[src/rtl/uart_echo.sv]
// UART loopback: receives frames on uart_rx, buffers good bytes in a small FIFO,
// and retransmits them on uart_tx with the same framing.
module uart_echo #(
  parameter int DATA_WIDTH  = 8,
  parameter int CLK_FREQ    = 50,
  parameter int BPS         = 9600,
  parameter int PARITY_ON   = 0,
  parameter int PARITY_TYPE = 0,
  parameter int FIFO_DEPTH  = 4
) (
  input  logic                          clk_sys,
  input  logic                          rst,
  input  logic                          uart_rx,
  output logic                          uart_tx,
  output logic                          rx_err,
  output logic                          overflow,
  output logic [$clog2(FIFO_DEPTH):0]   fifo_count,
  output logic                          tx_busy
);

  localparam int BIT_CNT  = (CLK_FREQ * 1000000) / BPS;
  localparam int HALF_CNT = BIT_CNT / 2;
  localparam int CW       = (BIT_CNT > 1) ? $clog2(BIT_CNT) : 1;
  localparam int IW       = (DATA_WIDTH > 1) ? $clog2(DATA_WIDTH) : 1;
  localparam int AW       = $clog2(FIFO_DEPTH);
  localparam int NW       = AW + 1;

  localparam logic [CW-1:0] BIT_LAST  = CW'(BIT_CNT - 1);
  localparam logic [CW-1:0] HALF_LAST = CW'(HALF_CNT - 1);
  localparam logic [IW-1:0] IDX_LAST  = IW'(DATA_WIDTH - 1);
  localparam logic [NW-1:0] FULL_CNT  = NW'(FIFO_DEPTH);

  typedef enum logic [2:0] {
    S_IDLE   = 3'd0,
    S_START  = 3'd1,
    S_DATA   = 3'd2,
    S_PARITY = 3'd3,
    S_STOP   = 3'd4
  } state_t;

  function automatic logic f_parity(input logic [DATA_WIDTH-1:0] d);
    if (PARITY_TYPE != 0) begin
      f_parity = ~^d;
    end else begin
      f_parity = ^d;
    end
  endfunction

  // ---------------- receiver ----------------
  logic [1:0]            r_rx_sync;
  logic                  r_rx_prev;
  state_t                r_rx_state;
  logic [CW-1:0]         r_rx_cnt;
  logic [IW-1:0]         r_rx_idx;
  logic [DATA_WIDTH-1:0] r_rx_data;
  logic                  r_rx_perr;
  logic                  r_rx_err;

  state_t                w_rx_state_nx;
  logic [CW-1:0]         w_rx_cnt_nx;
  logic [IW-1:0]         w_rx_idx_nx;
  logic [DATA_WIDTH-1:0] w_rx_data_nx;
  logic                  w_rx_perr_nx;
  logic                  w_rx_good;
  logic                  w_rx_bad;
  logic                  w_rx_bit;

  assign w_rx_bit = r_rx_sync[1];

  // Two-stage synchroniser plus a delayed copy for falling-edge detection
  always_ff @(posedge clk_sys or posedge rst) begin
    if (rst) begin
      r_rx_sync <= 2'b11;
      r_rx_prev <= 1'b1;
    end else begin
      r_rx_sync <= {r_rx_sync[0], uart_rx};
      r_rx_prev <= r_rx_sync[1];
    end
  end

  // Receiver next-state logic; the stop sample decides push or error
  always_comb begin
    w_rx_state_nx = r_rx_state;
    w_rx_cnt_nx   = r_rx_cnt + CW'(1);
    w_rx_idx_nx   = r_rx_idx;
    w_rx_data_nx  = r_rx_data;
    w_rx_perr_nx  = r_rx_perr;
    w_rx_good     = 1'b0;
    w_rx_bad      = 1'b0;
    case (r_rx_state)
      S_IDLE: begin
        w_rx_cnt_nx = '0;
        if (r_rx_prev && !w_rx_bit) begin
          w_rx_state_nx = S_START;
          w_rx_perr_nx  = 1'b0;
        end else begin
          w_rx_state_nx = S_IDLE;
        end
      end
      S_START: begin
        if (r_rx_cnt == HALF_LAST) begin
          w_rx_cnt_nx   = '0;
          w_rx_idx_nx   = '0;
          w_rx_state_nx = w_rx_bit ? S_IDLE : S_DATA;
        end else begin
          w_rx_state_nx = S_START;
        end
      end
      S_DATA: begin
        if (r_rx_cnt == BIT_LAST) begin
          w_rx_cnt_nx  = '0;
          w_rx_data_nx = {w_rx_bit, r_rx_data[DATA_WIDTH-1:1]};
          if (r_rx_idx == IDX_LAST) begin
            w_rx_state_nx = (PARITY_ON != 0) ? S_PARITY : S_STOP;
          end else begin
            w_rx_idx_nx = r_rx_idx + IW'(1);
          end
        end else begin
          w_rx_state_nx = S_DATA;
        end
      end
      S_PARITY: begin
        if (r_rx_cnt == BIT_LAST) begin
          w_rx_cnt_nx   = '0;
          w_rx_perr_nx  = (w_rx_bit != f_parity(r_rx_data));
          w_rx_state_nx = S_STOP;
        end else begin
          w_rx_state_nx = S_PARITY;
        end
      end
      S_STOP: begin
        if (r_rx_cnt == BIT_LAST) begin
          w_rx_cnt_nx   = '0;
          w_rx_state_nx = S_IDLE;
          if (w_rx_bit && !r_rx_perr) begin
            w_rx_good = 1'b1;
          end else begin
            w_rx_bad = 1'b1;
          end
        end else begin
          w_rx_state_nx = S_STOP;
        end
      end
      default: begin
        w_rx_state_nx = S_IDLE;
        w_rx_cnt_nx   = '0;
      end
    endcase
  end

  // Receiver state registers
  always_ff @(posedge clk_sys or posedge rst) begin
    if (rst) begin
      r_rx_state <= S_IDLE;
      r_rx_cnt   <= '0;
      r_rx_idx   <= '0;
      r_rx_data  <= '0;
      r_rx_perr  <= 1'b0;
      r_rx_err   <= 1'b0;
    end else begin
      r_rx_state <= w_rx_state_nx;
      r_rx_cnt   <= w_rx_cnt_nx;
      r_rx_idx   <= w_rx_idx_nx;
      r_rx_data  <= w_rx_data_nx;
      r_rx_perr  <= w_rx_perr_nx;
      r_rx_err   <= w_rx_bad;
    end
  end

  // ---------------- echo FIFO ----------------
  logic [DATA_WIDTH-1:0] r_mem [FIFO_DEPTH];
  logic [AW-1:0]         r_wr_ptr;
  logic [AW-1:0]         r_rd_ptr;
  logic [NW-1:0]         r_count;
  logic                  r_ovf;
  logic                  w_pop;
  logic                  w_push;
  logic                  w_drop;
  state_t                r_tx_state;

  // A pop in the same cycle frees the slot, so a full FIFO can still accept
  assign w_pop  = (r_tx_state == S_IDLE) && (r_count != '0);
  assign w_push = w_rx_good && ((r_count != FULL_CNT) || w_pop);
  assign w_drop = w_rx_good && (r_count == FULL_CNT) && !w_pop;

  always_ff @(posedge clk_sys or posedge rst) begin
    if (rst) begin
      r_wr_ptr <= '0;
      r_rd_ptr <= '0;
      r_count  <= '0;
      r_ovf    <= 1'b0;
      for (int i = 0; i < FIFO_DEPTH; i++) begin
        r_mem[i] <= '0;
      end
    end else begin
      r_ovf <= w_drop;
      if (w_push) begin
        r_mem[r_wr_ptr] <= r_rx_data_nx_q();
        r_wr_ptr        <= r_wr_ptr + AW'(1);
      end
      if (w_pop) begin
        r_rd_ptr <= r_rd_ptr + AW'(1);
      end
      case ({w_push, w_pop})
        2'b10:   r_count <= r_count + NW'(1);
        2'b01:   r_count <= r_count - NW'(1);
        default: r_count <= r_count;
      endcase
    end
  end

  // The received byte is complete once the last data bit has been shifted in
  function automatic logic [DATA_WIDTH-1:0] r_rx_data_nx_q();
    r_rx_data_nx_q = r_rx_data;
  endfunction

  // ---------------- transmitter ----------------
  logic [CW-1:0]         r_tx_cnt;
  logic [IW-1:0]         r_tx_idx;
  logic [DATA_WIDTH-1:0] r_tx_data;
  logic                  r_uart_tx;
  logic                  r_tx_busy;

  state_t                w_tx_state_nx;
  logic [CW-1:0]         w_tx_cnt_nx;
  logic [IW-1:0]         w_tx_idx_nx;
  logic [DATA_WIDTH-1:0] w_tx_data_nx;
  logic                  w_tx_line_nx;

  // Transmitter next state, plus the line level for that next state so
  // uart_tx can be a plain register
  always_comb begin
    w_tx_state_nx = r_tx_state;
    w_tx_cnt_nx   = r_tx_cnt + CW'(1);
    w_tx_idx_nx   = r_tx_idx;
    w_tx_data_nx  = r_tx_data;
    w_tx_line_nx  = 1'b1;
    case (r_tx_state)
      S_IDLE: begin
        w_tx_cnt_nx = '0;
        w_tx_idx_nx = '0;
        if (w_pop) begin
          w_tx_state_nx = S_START;
          w_tx_data_nx  = r_mem[r_rd_ptr];
        end else begin
          w_tx_state_nx = S_IDLE;
        end
      end
      S_START: begin
        if (r_tx_cnt == BIT_LAST) begin
          w_tx_cnt_nx   = '0;
          w_tx_idx_nx   = '0;
          w_tx_state_nx = S_DATA;
        end else begin
          w_tx_state_nx = S_START;
        end
      end
      S_DATA: begin
        if (r_tx_cnt == BIT_LAST) begin
          w_tx_cnt_nx = '0;
          if (r_tx_idx == IDX_LAST) begin
            w_tx_state_nx = (PARITY_ON != 0) ? S_PARITY : S_STOP;
          end else begin
            w_tx_idx_nx = r_tx_idx + IW'(1);
          end
        end else begin
          w_tx_state_nx = S_DATA;
        end
      end
      S_PARITY: begin
        if (r_tx_cnt == BIT_LAST) begin
          w_tx_cnt_nx   = '0;
          w_tx_state_nx = S_STOP;
        end else begin
          w_tx_state_nx = S_PARITY;
        end
      end
      S_STOP: begin
        if (r_tx_cnt == BIT_LAST) begin
          w_tx_cnt_nx   = '0;
          w_tx_state_nx = S_IDLE;
        end else begin
          w_tx_state_nx = S_STOP;
        end
      end
      default: begin
        w_tx_state_nx = S_IDLE;
        w_tx_cnt_nx   = '0;
      end
    endcase
    case (w_tx_state_nx)
      S_IDLE:   w_tx_line_nx = 1'b1;
      S_START:  w_tx_line_nx = 1'b0;
      S_DATA:   w_tx_line_nx = w_tx_data_nx[w_tx_idx_nx];
      S_PARITY: w_tx_line_nx = f_parity(w_tx_data_nx);
      S_STOP:   w_tx_line_nx = 1'b1;
      default:  w_tx_line_nx = 1'b1;
    endcase
  end

  // Transmitter state and registered line outputs
  always_ff @(posedge clk_sys or posedge rst) begin
    if (rst) begin
      r_tx_state <= S_IDLE;
      r_tx_cnt   <= '0;
      r_tx_idx   <= '0;
      r_tx_data  <= '0;
      r_uart_tx  <= 1'b1;
      r_tx_busy  <= 1'b0;
    end else begin
      r_tx_state <= w_tx_state_nx;
      r_tx_cnt   <= w_tx_cnt_nx;
      r_tx_idx   <= w_tx_idx_nx;
      r_tx_data  <= w_tx_data_nx;
      r_uart_tx  <= w_tx_line_nx;
      r_tx_busy  <= (w_tx_state_nx != S_IDLE);
    end
  end

  assign uart_tx    = r_uart_tx;
  assign tx_busy    = r_tx_busy;
  assign rx_err     = r_rx_err;
  assign overflow   = r_ovf;
  assign fifo_count = r_count;

endmodule

[config.mk]
export PLATFORM = sky130hd
export DESIGN_NAME = uart_echo
export DESIGN_NICKNAME = d
export VERILOG_FILES = /design/src/rtl/uart_echo.sv
export SDC_FILE = /design/constraint.sdc
export NUM_CORES = 1
export LEC_CHECK = 0
export ABC_AREA = 1
export CORE_MARGIN = 2
export CORE_UTILIZATION = 65
export CTS_BUF_LIST = sky130_fd_sc_hd__clkbuf_4 sky130_fd_sc_hd__clkbuf_8
export CTS_CLUSTER_DIAMETER = 80
export DETAILED_ROUTE_END_ITERATION = 10
export GPL_ROUTABILITY_DRIVEN = 0
export GPL_TIMING_DRIVEN = 0
export PLACE_DENSITY = 0.79
export SKIP_CTS_REPAIR_TIMING = 1
export SYNTH_ARGS = -nofsm -noshare
export SYNTH_HDL_FRONTEND = slang
export SYNTH_SLANG_ARGS = --single-unit
[constraint.sdc]
create_clock -name clk_sys -period 4.61 [get_ports clk_sys]
set_input_delay 0.922 -clock clk_sys [delete_from_list [all_inputs] [get_ports clk_sys]]
set_output_delay 0.922 -clock clk_sys [all_outputs]
set_load 0.02 [all_outputs]
==> run summary, run 1 <==
H-tree depth: 3
Synth Area in Adders: 0.0279
drt pass-1 iters: 5
crit path buf inv count: 1
Max stage delay on crit path: 600 ps
WP depth: 1
Main synth FF type: dfrtp_1
via count: 4226
crit share post-route: 0.522
Area contributors post-synth: dfrtp_1, nand2_1, inv_1
CTS tree: done
setup TNS: 0 ps
Final Hold Slack: 362 ps
main combinational cell family by area after synthesis: simple AND/OR/NAND/NOR gates
max-cap viol count: 0
depth of the worst register-to-register path: 8
RSZ-0062 raised after global routing: no
CP Data Required Time: 3690 ps
Post-Synth XOR/XNOR Area: 0.0337
critical path, cell by cell: clkdlybuf4s50_1
cell area after synthesis: 0.00520 mm^2
proportion of layout cells with a drive suffix above 1: 0.0684
Post-Synthesis Cells: 661
clk buf depth: 2
Nets: 696
clock root buffer: clkbuf_8
starting density of the core: 0.673
mux cell area share after synthesis: 0
Ys Warns: 0
Placement Cell Area: 0.00545 mm^2
Finished Cell Area: 0.00566 mm^2
# DRC: 0
Critical Path Sink Type: output pin
ANT cells: 0
remaining global-route overflow: 0
asr flop ratio synth: 1.00
Rel. slew slack: 0.648
Final Hold Viols: 0
Clock Latency Late Sink: 360 ps
cell family with most CP delay: buffers and inverters
Post-synth EDFFs: 0
Final setup viols: 0
Avg WL per Cell: 13.6 um
register area share after synthesis: 0.487
Synth area leader: dfrtp_1
area grow syn2layout: 8.88%
Netlist cell types: 39
Yosys reg bits: 101
DR iter-0 viols: 244
die area: 0.00873 mm^2
Static Leak: 2.79 nW
die width: 93.5 um
vias in the first global route: 4174
CP startpoint kind: flop
Peak VDD IR: 0.260 mV
Worst-Margin Slew: 529 ps
worst hold stages: 0
top cells by count, synth: nand2_1, inv_1, dfrtp_1, nor2_1, nand3_1
post-synthesis simple-gate area fraction: 0.271
CP Max Fanout: 1
Post-DP HPWL: 7800 um
first-pass GRT wire length: 18200 um
wirelength, routed: 10700 um
height of the die: 93.5 um
overall power: 1.62 mW
Worst Skew: 14.4 ps
Worst-path clk slew: 100 ps
Clock Sinks: 101
Max Freq: 0.416 GHz
area of the multi-input gates: 0.00218 mm^2
DP Worst Slack: 2310 ps
Num CTS Buffers: 9
Slew Limit Fails: 0
antenna viol nets, final: 0
DR vias/cell: 5.36
Avg Cell Area, Syn: 7.87 um^2
largest net degree at the start of global routing: 70
Placement Rows: 32
Port-buffer cells: 9
PwrDens: 286 mW/mm^2
Ports: 10
Arr. time, crit path: 1480 ps
PnR worst setup slack: 2200 ps
status: complete, no violations
Worst Path Class, Setup: flop to output pin
FILL cells: 583
initial antenna violation count: 0
min Tclk post-route: 2410 ps
register area: 0.00253 mm^2
Core ar.: 0.00773 mm^2
hold crit path type: flop to flop
GRT Resource Usage Total: 0.265
Yosys top cell area share: 0.467
Worst path slowest cell: clkdlybuf4s50_1
leading cell type by number of instances after synthesis: nand2_1
post-synthesis compound-gate area fraction: 0.0876
syn nets: 675
==> final timing paths <==
| check | start | to | slack [ps] |
|---|---|---|---|
| setup / recovery | uart_tx$_DFF_PP1_ | uart_tx | 2200 |
| hold / removal | r_rx_sync[0]$_DFF_PP1_ | r_rx_sync[1]$_DFF_PP1_ | 360 |
| setup reg to reg | r_rx_cnt[9]$_DFF_PP0_ | fifo_count[1]$_DFFE_PP0P_ | 2310 |
| hold reg to reg | r_rx_sync[0]$_DFF_PP1_ | r_rx_sync[1]$_DFF_PP1_ | 360 |
| max in group asynchronous | rst | r_rx_prev$_DFF_PP1_ | 3000 |
| min in group asynchronous | rst | r_tx_cnt[10]$_DFF_PP0_ | 910 |
==> per-stage QoR <==
step                       util  std cells
final                     0.733        789
after global routing      0.733        789
after CTS                 0.733        789
after detailed placement  0.705        773
after global placement    0.701        772
after floorplan               -        661
==> logic make-up after synthesis <==
group,count (synthesis)
AND/OR/NAND/NOR,328
flip-flops,101
AO/OA/AOI/OAI,84
XOR/XNOR,20
buffers and inverters,117
adder cells (fa/ha/maj),11
==> area by class of cell <==
cell class,count,area share
flip-flops and latches,101,0.447
inverters,106,0.0716
well taps,102,0.0225
repair buffers,10,0.0208
clock inverters,6,0.0135
clock buffers,10,0.0243
multi-input cells,443,0.386
plain buffers,11,0.0146
==> registers in the layout, indices dropped and copies added (netlist names), 2 cells and up <==
name	flops
r_rx_state	3
r_tx_idx	3
r_mem	32
r_tx_data	8
r_rx_sync	2
fifo_count	3
r_tx_cnt	13
r_tx_state	3
r_rx_data	8
r_rd_ptr	2
r_rx_cnt	13
r_rx_idx	3
r_wr_ptr	2
==> metal layers <==
| layer | track usage | routed length, um | up-vias |
|---|---|---|---|
| met5 | 0 | 0 | - |
| met4 | 0.0931 | 204 | 0 |
| met3 | 0.0500 | 465 | 20 |
| met2 | 0.470 | 5520 | 118 |
| met1 | 0.323 | 4520 | 1983 |
| li1 | - | - | 2105 |
==> power breakdown <==
group	switching [mW]	internal, mW
Sequential	0.0180	0.910
Combinational	0.0682	0.0340
Clock	0.314	0.277
Total	0.400	1.22
==> layout by cell type, fill, tap and decap left out, types with 5 or more instances in the layout <==
cell             instances
a21oi_1                  8
clkbuf_8                10
nand4_1                  7
xor2_1                  15
o21ai_1                 33
nand3_1                 45
xnor2_1                  5
clkdlybuf4s50_1          9
dfrtp_1                 97
nor3_1                  12
nand2_1                175
ha_1                    10
nor2_1                  71
o21ai_0                 33
inv_1                  102
==> worst register-to-register path, cell delays in order (launching register included) <==
cell	delay [ps]
dfrtp_1	430
nor4_1	470
nand2_2	190
nor2_4	150
nand3_4	110
ha_1	230
inv_1	100
fa_1	420
o21ai_0	140
No activity file was read; power rests on OpenSTA's default activity.
==> run 2, diff against run 1 <==
==> constraint.sdc (replaced) <==
create_clock -name clk_sys -period 2.4 [get_ports clk_sys]
set_input_delay 0.48 -clock clk_sys [delete_from_list [all_inputs] [get_ports clk_sys]]
set_output_delay 0.48 -clock clk_sys [all_outputs]
set_load 0.02 [all_outputs]
==> run 2 against run 1 <==
Compared with the run above:
- sequential share of layout area shrank 0.69 points
- cell area grew 1.6%
- core utilization is 1.2 points higher
- clock-buffer cell count shrank 1
- wire length decreased by 0.11%
- critical path type is now flop to flop
- die area did not move
- final cell count grew 0.76%
- sequential power rose by 92%
- register-to-register slack got worse by 2100 ps
- setup slack worse by 2000 ps
- via count is 0.62% higher
==> run summary, run 2 (synthesized netlist as in run 1, its figures left out) <==
status: complete, no violations (unchanged)
max-cap viol count: 0 (unchanged)
DR iter-0 viols: 265 (was 244)
starting density of the core: 0.673 (unchanged)
Post-DP HPWL: 7850 um (was 7800 um)
Placement Rows: 32 (unchanged)
Final setup viols: 0 (unchanged)
proportion of layout cells with a drive suffix above 1: 0.0866 (was 0.0684)
crit share post-route: 0.926
H-tree depth: 3 (unchanged)
Largest regs: r_mem: 32 flops, r_rx_cnt: 13 flops, r_tx_cnt: 13 flops (unchanged)
CP Max Fanout: 6 (was 1)
FILL cells: 584 (was 583)
most common cell after layout, fill and taps aside: nand2_1 (unchanged)
first-pass GRT wire length: 18300 um (was 18200 um)
most frequent cells in the layout: nand2_1, inv_1, dfrtp_1 (unchanged)
Rel. slew slack: 0.490 (was 0.648)
Arr. time, crit path: 2520 ps (was 1480 ps)
DP Worst Slack: 121 ps (was 2310 ps)
Peak VDD IR: 0.482 mV (was 0.260 mV)
wirelength, routed: 10700 um (about the same)
clk buf depth: 2 (unchanged)
clock root buffer: clkbuf_8 (unchanged)
Port-buffer cells: 9 (unchanged)
antenna viol nets, final: 0 (unchanged)
DR vias/cell: 5.35 (was 5.36)
largest net degree at the start of global routing: 36 (was 70)
Ports: 10 (unchanged)
vias in the first global route: 4062 (was 4174)
drt pass-1 iters: 5 (unchanged)
die area: 0.00873 mm^2 (unchanged)
Core ar.: 0.00773 mm^2 (unchanged)
Inst Count DP: 774 (was 773)
Slew Limit Fails: 0 (unchanged)
CTS tree: done (unchanged)
Reg with most FFs: r_mem (unchanged)
via count: 4252 (was 4226)
Finished Cell Area: 0.00575 mm^2 (was 0.00566 mm^2)
Worst-Margin Slew: 763 ps (was 529 ps)
CP startpoint kind: flop (unchanged)
Final Hold Viols: 0 (unchanged)
Static Leak: 2.82 nW (was 2.79 nW)
Clock Latency Late Sink: 370 ps (was 360 ps)
post-route non-filler standard cell count: 795 (was 789)
max reg flops: 32 (unchanged)
Avg WL per Cell: 13.5 um (was 13.6 um)
die width: 93.5 um (unchanged)
remaining global-route overflow: 0 (unchanged)
hold crit path type: flop to flop (unchanged)
Num CTS Buffers: 9 (unchanged)
Placement Cell Area: 0.00546 mm^2 (was 0.00545 mm^2)
# DRC: 0 (unchanged)
min Tclk post-route: 2220 ps
GRT Resource Usage Total: 0.266 (was 0.265)
CP Data Required Time: 2700 ps (was 3690 ps)
Nets: 702 (was 696)
initial antenna violation count: 0 (unchanged)
area grow syn2layout: 10.6% (was 8.88%)
Critical Path Sink Type: flop (was output pin)
height of the die: 93.5 um (unchanged)
Worst Path Class, Setup: flop to flop (was flop to output pin)
Worst Skew: 13.0 ps (was 14.4 ps)
PwrDens: 548 mW/mm^2 (was 286 mW/mm^2)
Max Freq: 0.450 GHz
PnR worst setup slack: 178 ps (was 2200 ps)
Clock Sinks: 101 (unchanged)
Worst-path clk slew: 110 ps (was 100 ps)
ANT cells: 0 (unchanged)
## run 2: worst paths after layout
kind	from	endpoint	slack, ps	depth (start not counted)
max	r_rx_cnt[7]$_DFF_PP0_	fifo_count[1]$_DFFE_PP0P_	180	9
max in group asynchronous	rst	r_rx_prev$_DFF_PP1_	900	4
min in group asynchronous	rst	r_rx_cnt[1]$_DFF_PP0_	580	2
max reg2reg	r_rx_cnt[7]$_DFF_PP0_	fifo_count[1]$_DFFE_PP0P_	180	9
min reg2reg	r_rx_sync[0]$_DFF_PP1_	r_rx_sync[1]$_DFF_PP1_	360	0
min	r_rx_sync[0]$_DFF_PP1_	r_rx_sync[1]$_DFF_PP1_	360	0
## run 2: metal layers
layer  vias to the layer above  share of wire  global-route usage
li1                       2127              -                   -
met1                      2025           0.43               0.335
met2                        91           0.52               0.477
met3                         9          0.037              0.0508
met4                         0          0.012              0.0613
met5                         -              0                   0
## run 2: worst max-delay path: stages, from the launching register on
cell,delay [ps]
dfrtp_2,450
or2_2,320
nor3_2,180
nand2_2,130
nor2_4,140
nand3_4,120
ha_4,190
inv_2,70
fa_2,430
o21ai_1,130
## run 2: layout make-up
class | count | area (um^2) | area share
Sequential cell | 101 | 2530 | 0.440
Buffer | 11 | 82.6 | 0.0144
Multi-Input combinational cell | 443 | 2210 | 0.384
Timing Repair Buffer | 16 | 168 | 0.0291
Inverter | 106 | 407 | 0.0707
Clock buffer | 9 | 124 | 0.0215
Tap cell | 102 | 128 | 0.0222
Clock inverter | 7 | 100 | 0.0174
## run 2: metrics by stage
| step | hold slack [ps] | power (mW) | utilization | TNS [ps] |
|---|---|---|---|---|
| 6_report | 363 | 3.15 | 0.745 | 0 |
| 5_1_grt | 369 | 3.28 | 0.745 | -0.972 |
| 4_1_cts | 364 | 3.18 | 0.736 | 0 |
| 3_5_place_dp | 347 | 2.01 | 0.707 | 0 |
| 3_3_place_gp | 345 | 2.00 | 0.702 | -22450 |
| 2_1_floorplan | 345 | 1.96 | - | 0 |
## run 2: where the power goes
| group | total [mW] | internal, mW | switching (mW) |
|---|---|---|---|
| logic | 0.196 | 0.0693 | 0.126 |
| clock network | 1.17 | 0.518 | 0.653 |
| registers | 1.78 | 1.75 | 0.0351 |
